`config.mk`:
```
export PLATFORM = sky130hd
export DESIGN_NAME = hazard_scoreboard
export DESIGN_NICKNAME = d
export VERILOG_FILES = /design/src/rtl/hazard_pkg.sv /design/src/rtl/hazard_scoreboard_match.sv /design/src/rtl/hazard_scoreboard.sv
export SDC_FILE = /design/constraint.sdc
export NUM_CORES = 1
export LEC_CHECK = 0
export CORE_UTILIZATION = 54
export CTS_CLUSTER_DIAMETER = 80
export DETAILED_ROUTE_END_ITERATION = 8
export PLACE_DENSITY = 0.85
export SLEW_MARGIN = 20
export SYNTH_ARGS = -nofsm -noshare
export SYNTH_HDL_FRONTEND = slang
export SYNTH_SLANG_ARGS = --single-unit
```
`constraint.sdc`:
```
create_clock -name clk -period 6.55 [get_ports clk]
set_input_delay 1.31 -clock clk [delete_from_list [all_inputs] [get_ports clk]]
set_output_delay 1.31 -clock clk [all_outputs]
set_load 0.005 [all_outputs]
```
`src/rtl/hazard_pkg.sv`:
```
`default_nettype none
// ============================================================================
// Module  : hazard_pkg
// Brief   : Shared types, status codes and priority-match helper for the
//           pipeline hazard scoreboard.
// Revision: 1.0 - initial release
// ============================================================================
package hazard_pkg;

    localparam int MAX_RW    = 8;
    localparam int MAX_DEPTH = 16;

    localparam int ST_CLEAN    = 0;
    localparam int ST_PEND     = 1;
    localparam int ST_FWD_BASE = 2;

    typedef logic [MAX_RW-1:0] sb_dst_t;
    typedef logic [7:0]        sb_status_t;

    typedef struct packed {
        logic    v;
        sb_dst_t dst;
        logic    ld;
    } sb_entry_t;

    typedef sb_entry_t [MAX_DEPTH-1:0] sb_entries_t;

    // Walk from oldest to youngest so the smallest matching stage index wins.
    function automatic sb_status_t status_of(input sb_entries_t e,
                                             input int          depth,
                                             input int          load_avail,
                                             input sb_dst_t     r);
        sb_status_t s;
        s = sb_status_t'(ST_CLEAN);
        for (int k = MAX_DEPTH-1; k >= 0; k--) begin
            if (k < depth && e[k].v && e[k].dst == r) begin
                if (e[k].ld && k < load_avail)
                    s = sb_status_t'(ST_PEND);
                else
                    s = sb_status_t'(k + ST_FWD_BASE);
            end
        end
        return s;
    endfunction

endpackage
`default_nettype wire

```
`src/rtl/hazard_scoreboard_match.sv`:
```
`default_nettype none
// ============================================================================
// Module  : sb_match
// Brief   : Priority match of one register address against all in-flight
//           entries, producing its status code.
// Revision: 1.0 - initial release
// ============================================================================
module sb_match
    import hazard_pkg::*;
#(
    parameter int DEPTH      = 3,
    parameter int LOAD_AVAIL = 1,
    parameter int RW         = 3,
    parameter int SW         = 3
) (
    input  logic [RW-1:0]               reg_adr,
    input  sb_entry_t [DEPTH-1:0]       entries,
    output logic [SW-1:0]               status
);

    sb_entries_t w_all;

    always_comb begin
        w_all              = '0;
        w_all[DEPTH-1:0]   = entries;
    end

    assign status = SW'(status_of(w_all, DEPTH, LOAD_AVAIL, sb_dst_t'(reg_adr)));

endmodule
`default_nettype wire

```
`src/rtl/hazard_scoreboard.sv`:
```
`default_nettype none
// ============================================================================
// Module  : hazard_scoreboard
// Brief   : Tracks in-flight destination registers after ID and returns
//           per-operand forwarding selects, a stall request and stall count.
// Revision: 1.0 - initial release
// ============================================================================
module hazard_scoreboard
    import hazard_pkg::*;
#(
    parameter int NREG       = 8,
    parameter int DEPTH      = 3,
    parameter int NSRC       = 2,
    parameter int LOAD_AVAIL = 1,
    parameter int CNT_W      = 16,
    localparam int RW        = $clog2(NREG),
    localparam int SW        = $clog2(DEPTH+2)
) (
    input  logic                       clk,
    input  logic                       rst,
    input  logic                       issue_valid,
    input  logic                       issue_we,
    input  logic                       issue_load,
    input  logic [RW-1:0]              issue_dst,
    input  logic [NSRC-1:0]            src_en,
    input  logic [NSRC-1:0][RW-1:0]    src_adr,
    input  logic                       flush,
    output logic                       stall,
    output logic [NSRC-1:0][SW-1:0]    fwd_sel,
    output logic [NREG-1:0][SW-1:0]    reg_status,
    output logic                       issued,
    output logic [CNT_W-1:0]           stall_cnt
);

    sb_entry_t [DEPTH-1:0] r_entries;
    logic [CNT_W-1:0]      r_stall_cnt;
    logic                  w_pend;

    generate
        for (genvar r = 0; r < NREG; r++) begin : g_match
            localparam logic [RW-1:0] C_ADR = RW'(r);
            sb_match #(
                .DEPTH      (DEPTH),
                .LOAD_AVAIL (LOAD_AVAIL),
                .RW         (RW),
                .SW         (SW)
            ) u_match (
                .reg_adr (C_ADR),
                .entries (r_entries),
                .status  (reg_status[r])
            );
        end
    endgenerate

    // Stall looks at reg_status directly, never at this cycle's fwd_sel.
    always_comb begin
        w_pend  = 1'b0;
        fwd_sel = '0;
        for (int i = 0; i < NSRC; i++) begin
            if (src_en[i]) begin
                fwd_sel[i] = reg_status[src_adr[i]];
                if (reg_status[src_adr[i]] == SW'(ST_PEND))
                    w_pend = 1'b1;
            end
        end
    end

    assign stall     = !flush && issue_valid && w_pend;
    assign issued    = issue_valid && issue_we && !stall && !flush;
    assign stall_cnt = r_stall_cnt;

    always_ff @(posedge clk) begin
        if (rst || flush) begin
            r_entries <= '0;
        end else begin
            for (int k = DEPTH-1; k > 0; k--)
                r_entries[k] <= r_entries[k-1];
            r_entries[0] <= '{v: issued, dst: sb_dst_t'(issue_dst), ld: issue_load};
        end
    end

    always_ff @(posedge clk) begin
        if (rst)
            r_stall_cnt <= '0;
        else if (stall && r_stall_cnt != '1)
            r_stall_cnt <= r_stall_cnt + 1'b1;
    end

endmodule
`default_nettype wire

```
==> results.tsv, run 1 <==
stage	metric	value	unit
finish	number of nets in the final layout	375	
sta	transition time at the pin with the least slew margin	0.855	ns
sta	number of failing setup endpoints in the final timing report	0	
finish	fraction of final layout cells with drive strength greater than 1	11.7	%
global_route	grt ovf	0	
sta	number of hold-slack violations in the final timing report	0	
critical_path	startpoint of the most critical register-to-register path	r_entries[2]$_SDFF_PP0_	
critical_path	crit path from	src_adr[1]	
global_route	wire length of the first global-routing pass	11900	µm
sta	final-layout setup total negative slack	0	ns
clock_tree	clock sink count	29	
yosys	Synth warnings	0	
sta	final worst path period need	5.65	ns
run_status	status	finished, violations left	
detailed_routing	detailed-route via count	2729	
yosys	number of distinct standard cells referenced by the synthesized netlist	75	
floorplanning	Vert. Die Dim	71.0	µm
finish	commonest non-fill, non-tap cells in the layout	sky130_fd_sc_hd__clkdlybuf4s50_1, sky130_fd_sc_hd__dfxtp_1, sky130_fd_sc_hd__nand2_1	
sta	Final Skew	0.00400	ns
finish	final-layout fill cell count	365	
global_route	Overall Global Routing Usage	29.7	%
sta	max-slew violation count	0	
place	global placement routability congestion	0.937	
sta	upper clock frequency limit	0.177	GHz
place	HPWL after DPL	5300	µm
yosys	async set or reset register ratio after synthesis	0	%
finish	area added between synthesis and finish	26.4	%
clock_tree	number of CTS-inserted buffers	5	
critical_path	slack of the worst reg-to-reg path	3.18	ns
detailed_routing	number of DRC markers in iteration 0	275	
power_and_ir_drop	internal power	304	µW
clock_tree	H-tree levels	2	
power_and_ir_drop	Static Leak	0.00112	µW
yosys	Synth Area per Inst	8.27	µm²
yosys	share of the yosys chip area belonging to registers	22.6	%
yosys	summed instance area of the synthesized netlist	0.00257	mm²
detailed_routing	wire length per cell after detailed routing	17.5	µm
power_and_ir_drop	combinational share of power	15.7	%
global_route	initial antenna violation count	0	
floorplanning	Die Width	71.0	µm
sta	setup repair after global routing missed its margin	false	
clock_tree	quantity of hold-fixing buffers added after cts	0	
yosys	Primary FF master, synth	sky130_fd_sc_hd__dfxtp_1	
detailed_routing	Vias per Instance	6.66	
power_and_ir_drop	sequential group share of total power	44.9	%
detailed_routing	Pre-antenna DRT Iters	8	
critical_path	critical path capture point type	primary output	
detailed_routing	Residual DRC	7	
global_route	maximum number of pins on one net before global-route repair	24	
place	count of buffers inserted at the top-level ports	64	
floorplanning	standard-cell row count	24	
detailed_routing	number of routed nets with antenna violations	0	
global_route	vias in the first global route	2418	
clock_tree	post-CTS setup-driven buffer insertion count	0	
worst_hold_path	HP Class	register to register	
sta	final clock period utilization by the worst path	86.2	%
critical_path	Worst Path Required	5.24	ns
critical_path	cell depth of the worst flop-to-flop path	9	
critical_path	startpoint type of the worst setup path	primary input	
worst_hold_path	Hold Path Origin	stall_cnt[10]$_SDFFE_PP0P_	
power_and_ir_drop	VDD IR max	159	µV
finish	leading cell type in the layout, fill and taps excluded	sky130_fd_sc_hd__clkdlybuf4s50_1	
floorplanning	starting density of the core	57.5	%
clock_tree	TritonCTS clock tree	done	
finish	count of inserted antenna diode cells	0	
yosys	EDFF count, synth	0	
clock_tree	register clock-pin slew on the reported worst setup and hold paths	0.06	ns
clock_tree	root buffer cell	sky130_fd_sc_hd__clkbuf_8	
yosys	post-synth net total	329	
power_and_ir_drop	Switching Share	26.3	%
critical_path	Crit Path Category	primary input to primary output	
critical_path	endpoint of the most critical setup path	stall	
run	MaxCap Viol Count	0	
critical_path	critical-path maximum fanout	23	
power_and_ir_drop	power density over the cells	127	mW/mm²
critical_path	Worst Path Arrival	4.34	ns
floorplanning	Die Outline Area	0.00504	mm²
clock_tree	clock latency of the later-clocked register in the worst-skew pair	0.28	ns
clock_tree	cells resized by post-CTS repair	0	
critical_path	Reg2Reg Capture Point	stall_cnt[6]$_SDFFE_PP0P_	
clock_tree	CTS Buffer Depth	2	
run_status	failing checks	DRC	
power_and_ir_drop	post-layout power	412	µW
floorplanning	IO Count	65	
yosys	flip-flop and latch count after synthesis	29	
floorplanning	floorplan core area	0.00447	mm²
power_and_ir_drop	share of power burned in the clock network	39.4	%
power_and_ir_drop	Net Sw Power	109	µW
yosys	Post-Synthesis Cells	311	
detailed_routing	drt total wl	7190	µm
sta	worst-case headroom to the max-slew limit	42.9	%
sta	tightest hold margin	0.494	ns
[power by group through the flow]
| stage | Sequential, µW | Clock, µW | Combinational (µW) |
|---|---|---|---|
| after global placement | 189 | 0 | 62.5 |
| after floorplan | 183 | 0 | 46.0 |
| after detailed placement | 189 | 0 | 63.5 |
| after CTS | 185 | 164 | 63.8 |
| final | 185 | 163 | 64.6 |
| after global routing | 186 | 174 | 70.0 |
[worst min-delay path by stage]
stage                                      end  slack [ns]  cells after the start
finish              stall_cnt[10]$_SDFFE_PP0P_        0.49                      2
global route        stall_cnt[12]$_SDFFE_PP0P_        0.54                      2
CTS                 stall_cnt[12]$_SDFFE_PP0P_        0.49                      2
detailed placement  stall_cnt[10]$_SDFFE_PP0P_        0.49                      2
global placement    stall_cnt[12]$_SDFFE_PP0P_        0.48                      2
floorplan           stall_cnt[12]$_SDFFE_PP0P_        0.48                      2
[synth_stat cells (5+ instances only)]
cell,number,area share [%]
sky130_fd_sc_hd__dfxtp_1,29,23
sky130_fd_sc_hd__nand2_1,19,2.8
sky130_fd_sc_hd__nor2_1,18,2.6
sky130_fd_sc_hd__a21oi_1,16,3.1
sky130_fd_sc_hd__o21ai_0,14,2.7
sky130_fd_sc_hd__inv_1,13,1.9
sky130_fd_sc_hd__and2_1,12,2.9
sky130_fd_sc_hd__nand3_1,12,2.3
sky130_fd_sc_hd__buf_2,10,1.9
sky130_fd_sc_hd__clkbuf_1,10,1.5
sky130_fd_sc_hd__o31ai_1,9,2.6
sky130_fd_sc_hd__or4_1,9,2.6
sky130_fd_sc_hd__nand4_1,7,1.7
sky130_fd_sc_hd__and3_1,6,1.5
sky130_fd_sc_hd__mux2i_1,6,2.3
sky130_fd_sc_hd__nor2b_1,6,1.5
sky130_fd_sc_hd__nand2b_1,5,1.2
sky130_fd_sc_hd__nand4b_1,5,1.7
sky130_fd_sc_hd__nor3_1,5,0.97
sky130_fd_sc_hd__o21ai_1,5,0.97
[metrics by stage]
stage | util, % | std cells | cell area, µm² | setup slack [ns]
6_report | 72.7 | 410 | 3250 | 0.903
3_5_place_dp | 70.4 | 402 | 3150 | 0.946
3_3_place_gp | 70.4 | 402 | 3150 | 1.03
5_1_grt | 72.7 | 410 | 3250 | 0.717
4_1_cts | 72.7 | 410 | 3250 | 0.937
2_1_floorplan | - | 311 | 2570 | 2.31
[per-layer routing]
metal	share of wire (%)	vias up	global-route usage, %
met4	2.8	0	11.1
met3	9.5	24	6.13
met1	45	1266	42.6
li1	-	1286	-
met5	0	-	0
met2	42	153	43.6
[kinds of logic after synthesis]
group	Yosys count	synth area share [%]
buf+inv	39	7.20
simple gates	145	36.7
fa+ha+maj	1	0.486
flops	29	22.6
mux	19	10.4
xor+xnor	4	1.36
compound gates	74	21.4
[area by class of cell]
cell class / instances / area, µm² / area share [%]
clock buffer: 7 / 96.3 / 2.96
tap: 52 / 65.1 / 2.00
multi-input combinational: 243 / 1810 / 55.6
timing repair buffer: 65 / 648 / 19.9
clock inverter: 1 / 5.00 / 0.154
inverter: 13 / 48.8 / 1.50
sequential: 29 / 581 / 17.9
[critical path, cell delays in order]
cell and delay (ns):
sky130_fd_sc_hd__clkdlybuf4s50_1 0.97, sky130_fd_sc_hd__xnor2_1 0.23, sky130_fd_sc_hd__nor3b_1 0.19, sky130_fd_sc_hd__o21ai_0 0.19
sky130_fd_sc_hd__o2111ai_1 0.17, sky130_fd_sc_hd__a21oi_2 0.32, sky130_fd_sc_hd__a22oi_4 0.12, sky130_fd_sc_hd__buf_4 0.22
sky130_fd_sc_hd__nor2_1 0.10, sky130_fd_sc_hd__clkdlybuf4s50_1 0.50
[state kept, by name (all words and copies together), names as in the netlist]
signal / count
stall_cnt: 16
r_entries: 13
Note: power is estimated with default switching activity, not from simulation.
==> inputs of run 2 (changes only) <==
CORE_UTILIZATION = 35   (was 54)
PLACE_DENSITY = 0.58   (was 0.85)
==> run 2 against run 1 <==
Against the previous run:
- the run now ends clean
- die area rose by 53%
- global-route usage fell by 9.2 points
- clock-buffer cell count shrank 2
- worst setup slack lost 0.13 ns
- critical path type unchanged
- largest cell class unchanged
- highest routed layer unchanged
==> results.tsv, run 2 (synthesis gave the netlist of run 1 again) <==
stage	metric	value	unit
finish	post-route core utilization	48.0	%
place	Inst Count DP	445	
sta	Final Skew	0.00757	ns
place	HPWL after DPL	5660	µm
critical_path	critical-path maximum fanout	24	
global_route	vias in the first global route	2380	
sta	max-slew violation count	0	
finish	count of inserted antenna diode cells	0	
power_and_ir_drop	VDD IR max	119	µV
finish	area occupied by multi-input gates	0.00181	mm²
critical_path	Worst Path Required	5.24	ns
finish	final-layout fill cell count	684	
sta	tightest hold margin	0.496	ns
floorplanning	starting density of the core	37.0	%
sta	final worst path period need	5.78	ns
critical_path	slowest cell on the critical path	sky130_fd_sc_hd__clkdlybuf4s50_1	
global_route	wire length of the first global-routing pass	12200	µm
floorplanning	IO Count	65	
clock_tree	root buffer cell	sky130_fd_sc_hd__clkbuf_8	
detailed_routing	Pre-antenna DRT Iters	4	
clock_tree	H-tree levels	2	
detailed_routing	Vias per Instance	5.73	
sta	worst setup slack after layout	0.773	ns
detailed_routing	number of DRC markers in iteration 0	173	
finish	fraction of final layout cells with drive strength greater than 1	11.5	%
detailed_routing	Residual DRC	0	
worst_hold_path	HP Class	register to register	
sta	number of hold-slack violations in the final timing report	0	
sta	final-layout setup total negative slack	0	ns
place	worst setup slack before clock tree synthesis	0.806	ns
floorplanning	Die Outline Area	0.00770	mm²
power_and_ir_drop	Static Leak	0.00113	µW
global_route	grt ovf	0	
power_and_ir_drop	power density over the cells	141	mW/mm²
run_status	status	finished, final reports clean	
clock_tree	CTS Buffer Depth	2	
place	global placement routability congestion	0.850	
clock_tree	clock latency of the later-clocked register in the worst-skew pair	0.28	ns
critical_path	Worst Path Arrival	4.47	ns
clock_tree	register clock-pin slew on the reported worst setup and hold paths	0.06	ns
clock_tree	cells resized by post-CTS repair	0	
finish	number of nets in the final layout	374	
sta	setup repair after global routing missed its margin	false	
global_route	initial antenna violation count	0	
clock_tree	number of CTS-inserted buffers	5	
critical_path	Crit Path Category	primary input to primary output	
critical_path	critical path cell sequence	clkdlybuf4s50_1 > xnor2_1 > and3_1 > a31oi_1 > a32oi_1 > o22ai_2 > a22oi_4 > and3_1 > clkdlybuf4s50_1	
detailed_routing	detailed-route via count	2595	
critical_path	startpoint type of the worst setup path	primary input	
finish	leading cell type in the layout, fill and taps excluded	sky130_fd_sc_hd__clkdlybuf4s50_1	
sta	final clock period utilization by the worst path	88.2	%
finish	commonest non-fill, non-tap cells in the layout	sky130_fd_sc_hd__clkdlybuf4s50_1, sky130_fd_sc_hd__dfxtp_1, sky130_fd_sc_hd__nand2_1	
critical_path	biggest cell delay along the critical path	0.94	ns
clock_tree	post-CTS setup-driven buffer insertion count	0	
finish	area added between synthesis and finish	29.5	%
clock_tree	quantity of hold-fixing buffers added after cts	0	
global_route	Overall Global Routing Usage	20.5	%
critical_path	cell depth of the worst flop-to-flop path	8	
place	count of buffers inserted at the top-level ports	64	
finish	Final Instance Count excl. Fillers	453	
run	MaxCap Viol Count	0	
critical_path	critical path capture point type	primary output	
worst_hold_path	count of cells along the worst hold path	2	
sta	upper clock frequency limit	0.173	GHz
detailed_routing	wire length per cell after detailed routing	16.8	µm
floorplanning	Die Width	87.7	µm
clock_tree	clock sink count	29	
floorplanning	floorplan core area	0.00694	mm²
detailed_routing	number of routed nets with antenna violations	0	
finish	flip-flop count of the largest register after layout	16	
detailed_routing	drt total wl	7630	µm
sta	worst-case headroom to the max-slew limit	43.7	%
clock_tree	TritonCTS clock tree	done	
sta	number of failing setup endpoints in the final timing report	0	
finish	register area	581	µm²
sta	transition time at the pin with the least slew margin	0.843	ns
floorplanning	standard-cell row count	30	
global_route	maximum number of pins on one net before global-route repair	25	
floorplanning	Vert. Die Dim	87.7	µm
[run 2: stage by stage]
| stage | cell area (µm²) | power (µW) |
|---|---|---|
| 3_3_place_gp | 3200 | 252 |
| 6_report | 3330 | 469 |
| 5_1_grt | 3330 | 490 |
| 4_1_cts | 3330 | 474 |
| 2_1_floorplan | 2570 | 229 |
| 3_5_place_dp | 3200 | 253 |
[run 2: report_power, final]
part	total [µW]	switching, µW	internal (µW)
Combinational	63.2	32.8	30.3
Sequential	186	7.65	178
Clock	220	68.8	151
Total	469	109	360
[run 2: worst max-delay path, delay by kind of cell]
family | cells | cell delay [ns]
buffers and inverters | 2 | 1.45
xor gates and xnor gates | 1 | 0.21
AOI/OAI and AO/OA | 4 | 1.05
and+or+nand+nor | 2 | 0.44
[run 2: metal layers]
layer	part of all wire (%)	track usage, %	routed length [µm]	up-vias
met5	0	0	0	-
met4	2.8	8.94	216	0
met3	6.7	2.45	509	13
met2	45	33.5	3450	124
met1	45	27.1	3450	1185
li1	-	-	-	1273
[run 2: layout make-up]
class	count	area share [%]
multi-input combinational	243	54.2
timing repair buffer	64	19.2
sequential	29	17.4
tap	96	3.61
clock buffer	5	2.07
clock inverter	3	1.95
inverter	13	1.47
[run 2: path summary, 6_finish.rpt]
path / from / endpoint / slack [ns]
setup / recovery: src_adr[4] / issued / 0.77
hold / removal: stall_cnt[12]$_SDFFE_PP0P_ / stall_cnt[12]$_SDFFE_PP0P_ / 0.50
setup reg to reg: r_entries[2]$_SDFF_PP0_ / r_entries[9]$_SDFF_PP0_ / 3.08
hold reg to reg: stall_cnt[12]$_SDFFE_PP0P_ / stall_cnt[12]$_SDFFE_PP0P_ / 0.50
